===== src/rtl/serial_frame_ctrl.sv =====
// serial_frame_ctrl: sends one byte as a framed two-wire serial transfer
// (start condition, 8 data bits MSB first, stop condition). A frame is requested
// either through the tx_valid/tx_ready handshake or by pressing the
// bread-board button, which sends a fixed byte.
//
// Handshake: a transfer happens on a rising clk edge where tx_valid=1 and
// tx_ready=1; tx_data is captured on that edge. tx_ready is high only in IDLE.
// A requester does not have to hold tx_valid: a request made while busy is
// dropped, not queued. A button press counts only if it lands in IDLE, and
// tx_valid wins when both arrive in the same cycle.
module serial_frame_ctrl #(
    parameter int unsigned HALF_PERIOD = 4,
    parameter logic [7:0]  BTN_BYTE    = 8'hA5
) (
    input  logic       clk,
    input  logic       rst_n,
    input  logic       bbutton,
    input  logic [7:0] tx_data,
    input  logic       tx_valid,
    output logic       tx_ready,
    output logic       sda,
    output logic       sck,
    output logic       busy,
    output logic       done,
    output logic [2:0] fsm_state
);

    localparam logic [2:0] IDLE    = 3'd0;
    localparam logic [2:0] START   = 3'd1;
    localparam logic [2:0] DATA    = 3'd2;
    localparam logic [2:0] STOP_LO = 3'd3;
    localparam logic [2:0] STOP_HI = 3'd4;

    localparam logic [7:0] HP_LAST = 8'(HALF_PERIOD - 1);

    logic [2:0] state;
    logic [7:0] hp_cnt;
    logic       tick;
    logic [7:0] shreg;
    logic [2:0] bit_cnt;
    logic       phase_hi;
    logic       sync1;
    logic       sync2;
    logic       hist;
    logic       press;
    logic       accept;
    logic [7:0] payload;

    // Button synchroniser and history flop; idle level is 1 (released).
    always_ff @(posedge clk or negedge rst_n) begin
        if (!rst_n) begin
            sync1 <= 1'b1;
            sync2 <= 1'b1;
            hist  <= 1'b1;
        end else begin
            sync1 <= bbutton;
            sync2 <= sync1;
            hist  <= sync2;
        end
    end

    // Half-period timer: parked at 0 in IDLE, wraps after the tick cycle.
    always_ff @(posedge clk or negedge rst_n) begin
        if (!rst_n) begin
            hp_cnt <= 8'd0;
        end else if (state == IDLE || tick) begin
            hp_cnt <= 8'd0;
        end else begin
            hp_cnt <= hp_cnt + 8'd1;
        end
    end

    // Acceptance decision and payload selection for the IDLE state.
    always_comb begin
        tick    = (hp_cnt == HP_LAST);
        press   = hist & ~sync2;
        accept  = (state == IDLE) && (tx_valid || press);
        payload = tx_valid ? tx_data : BTN_BYTE;
    end

    // Frame sequencer; sda/sck are registered together with the state they belong to.
    always_ff @(posedge clk or negedge rst_n) begin
        if (!rst_n) begin
            state    <= IDLE;
            shreg    <= 8'd0;
            bit_cnt  <= 3'd0;
            phase_hi <= 1'b0;
            sda      <= 1'b1;
            sck      <= 1'b1;
            done     <= 1'b0;
        end else begin
            done <= 1'b0;
            case (state)
                IDLE: begin
                    if (accept) begin
                        shreg    <= payload;
                        bit_cnt  <= 3'd0;
                        phase_hi <= 1'b0;
                        state    <= START;
                        sda      <= 1'b0;
                        sck      <= 1'b1;
                    end
                end
                START: begin
                    if (tick) begin
                        state    <= DATA;
                        phase_hi <= 1'b0;
                        sda      <= shreg[7];
                        sck      <= 1'b0;
                    end
                end
                DATA: begin
                    if (tick) begin
                        if (!phase_hi) begin
                            // Low phase over: raise sck, sda stays put.
                            phase_hi <= 1'b1;
                            sck      <= 1'b1;
                        end else begin
                            // High phase over: advance to the next bit.
                            shreg    <= {shreg[6:0], 1'b0};
                            bit_cnt  <= bit_cnt + 3'd1;
                            phase_hi <= 1'b0;
                            sck      <= 1'b0;
                            if (bit_cnt == 3'd7) begin
                                state <= STOP_LO;
                                sda   <= 1'b0;
                            end else begin
                                sda   <= shreg[6];
                            end
                        end
                    end
                end
                STOP_LO: begin
                    if (tick) begin
                        state <= STOP_HI;
                        sck   <= 1'b1;
                        sda   <= 1'b0;
                    end
                end
                STOP_HI: begin
                    if (tick) begin
                        // sda rises while sck is high: stop condition.
                        state <= IDLE;
                        sck   <= 1'b1;
                        sda   <= 1'b1;
                        done  <= 1'b1;
                    end
                end
                default: begin
                    state <= IDLE;
                    sda   <= 1'b1;
                    sck   <= 1'b1;
                end
            endcase
        end
    end

    // Status decode straight from the state register.
    always_comb begin
        tx_ready  = (state == IDLE);
        busy      = (state != IDLE);
        fsm_state = state;
    end

endmodule


===== config.mk =====
export PLATFORM = sky130hd
export DESIGN_NAME = serial_frame_ctrl
export DESIGN_NICKNAME = d
export VERILOG_FILES = /design/src/rtl/serial_frame_ctrl.sv
export SDC_FILE = /design/constraint.sdc
export NUM_CORES = 1
export LEC_CHECK = 0
export ABC_CLOCK_PERIOD_IN_PS = 2800
export CAP_MARGIN = 10
export CORE_UTILIZATION = 30
export CTS_CLUSTER_SIZE = 28
export DETAILED_ROUTE_END_ITERATION = 7
export SYNTH_ARGS = -nofsm -noshare
export SYNTH_HDL_FRONTEND = slang
export SYNTH_SLANG_ARGS = --single-unit

===== constraint.sdc =====
create_clock -name clk -period 2.8 [get_ports clk]
set_clock_uncertainty 0.2 [all_clocks]
set_input_delay 0.28 -clock clk [delete_from_list [all_inputs] [get_ports clk]]
set_output_delay 0.28 -clock clk [all_outputs]
set_load 0.01 [all_outputs]

==> metrics.txt <==
status finished, final reports clean; first-pass GRT wire length 4970 um; initial antenna violation count 0; crit start category flip-flop; Simple-Gate Fraction of Synth Area 0.200; Row Count 25; largest net degree at the start of global routing 30; Least-Margin Pin Slew 665 ps; yosys warns 0; CTS clk-pin slew, worst paths 60 ps; Core ar. 4820 um2; DR vias 1,123; area of the mapped netlist 1520 um2; maximum fanout along the worst path 13; Slew Limit Fails 0; DR iter-0 viols 73; starting density of the core 0.316; ys async rst share 1.00; Worst path max stage delay 490 ps; mux share of post-synthesis cell area 0.0961; share of cells above drive strength 1 0.155; drt total wl 2840 um; vias in the first global route 1,100; worst-path cell chain ha_1 > or4b_4 > or2_4 > o41ai_4 > buf_12 > mux2_1; Area Overhead vs Synth 25.5%; Hold Crit Class reg -> reg; Setup CP Type reg -> reg; slowest cell on the critical path or4b_4; dpl ws 151 ps; maximum VDD drop 0.365 mV; Adder-Cell Fraction of Synth Area 0.0246; Die Width 73.3 um; Total GRT Usage 0.124; Syn Area/Cell 10.3 um2; Syn Inst Count 148; antenna cells 0; LEAKAGE 0.877 nW; Tot Pwr 1.76 mW; total negative slack 0 ps; sequential-to-total area share from yosys stat 0.480; compound-gate portion of the synthesized area 0.112; vias per cell 4.66; Design Area, Final 1910 um2; Fmax 0.378 GHz; Post-Syn Nets 163; total gr overflow 0; RSZ-0062 raised after global routing false; final setup vio count 0; Longest Clk Path Bufs 2; Post-synth EDFFs 0; H-Tree Depth 2; fin crit share 0.944; antenna-violating nets left 0; Root Driver clkbuf_8; DRC errors left 0; Synth cell types 41; wire length per cell 11.8 um; # hold bufs at CTS 0; DRT Pass-1 Iters 4; PortBufs 19; nets@finish 188; Main synth FF type dfrtp_1; WP buf/inv 1; pwr dens 920 nW/um2; maxcap violations 0; die footprint 5370 um2; CTS tree built; Slew Limit Headroom 0.556; post-CTS setup buffers 0; I/O Pins 20; Required @ worst endpoint 2760 ps; largest family of logic cells by synthesized area simple AND/OR/NAND/NOR gates; FF+latch count, synth 29; CP top delay family simple AND/OR/NAND/NOR gates; fin util 0.397; CTS Buf Count 5; Final Hold Vio Count 0; Placer Congestion 0.740; Die H 73.3 um; XOR/XNOR share of the synthesized area 0.0402; worst skew pair latency 280 ps; Placed Area 1820 um2; CP Capture Type flip-flop; Post-DP HPWL 2020 um; reg-to-reg setup timing slack 160 ps; arrival time worst endpoint 2600 ps; final worst setup slack 157 ps; post-CTS sizing 0; minimum clock period 2640 ps; CTS Sinks 29
routing by layer:
layer  part of all wire  wire length (um)  track usage  up-vias
met5                  0                 0            0        -
met4              0.013                36       0.0523        0
met3              0.036               101       0.0370        4
met2               0.43              1220        0.179       18
met1               0.52              1490        0.172      531
li1                   -                 -            -      570
Yosys cell counts (all sizes together), types with 2 or more instances:
master | instances | area share
ha | 3 | 0.025
nor2 | 17 | 0.042
a31oi | 3 | 0.012
mux2i | 3 | 0.020
nor2b | 2 | 0.0082
a211o | 3 | 0.017
or3 | 4 | 0.016
dfrtp | 24 | 0.39
mux2 | 8 | 0.076
nor4 | 2 | 0.0082
clkbuf | 6 | 0.015
xnor2 | 2 | 0.011
xor2 | 5 | 0.029
and3 | 3 | 0.012
inv | 10 | 0.025
dfstp | 5 | 0.086
nand3 | 11 | 0.036
nand2 | 13 | 0.032
o21ai | 4 | 0.013
kinds of logic after synthesis:
group / count (synthesis)
flops: 29
buf+inv: 17
xor+xnor: 7
compound gates: 21
fa+ha+maj: 3
simple gates: 60
mux: 11
power breakdown:
| group | internal (mW) | switching, mW |
|---|---|---|
| logic | 0.385 | 0.360 |
| registers | 0.567 | 0.0970 |
| clock network | 0.200 | 0.150 |
placed cells by master (no fill, tap or decap), types with 5 or more instances in the layout:
| cell type | instances |
|---|---|
| buf_4 | 5 |
| clkbuf_8 | 6 |
| clkdlybuf4s50_1 | 19 |
| dfrtp_1 | 24 |
| dfstp_2 | 5 |
| inv_1 | 10 |
| mux2_4 | 7 |
| nand2_1 | 13 |
| nand3_1 | 11 |
| nor2_1 | 17 |
| xor2_1 | 5 |
final cells by class:
class / instances / area, um2
multi-input combinational: 102 / 721
fill: 517 / 2910
sequential: 29 / 732
tap: 67 / 83.8
inverter: 10 / 37.5
clock buffer: 8 / 90.1
timing repair buffer: 25 / 248
path summary, 6_finish.rpt:
check                          start          to  depth (start not counted)
min in group asynchronous      rst_n    shreg[3]                          2
max in group asynchronous      rst_n       sync1                          2
setup reg to reg           hp_cnt[0]  bit_cnt[0]                          6
setup / recovery           hp_cnt[0]  bit_cnt[0]                          6
hold / removal                 sync1       sync2                          0
hold reg to reg                sync1       sync2                          0
flip-flops by register name, indices dropped and copies added, names as in the netlist:
name       count
fsm_state      3
sync1          1
bit_cnt        3
sda            1
hist           1
phase_hi       1
done           1
sync2          1
shreg          8
hp_cnt         8
sck            1
stage by stage:
stage          hold slack [ps]  instances
3_5_place_dp               149        233
5_1_grt                    167        241
2_1_floorplan             -216        148
4_1_cts                    158        241
3_3_place_gp               146        233
6_report                   157        241
Note: power is estimated with default switching activity, not from simulation.
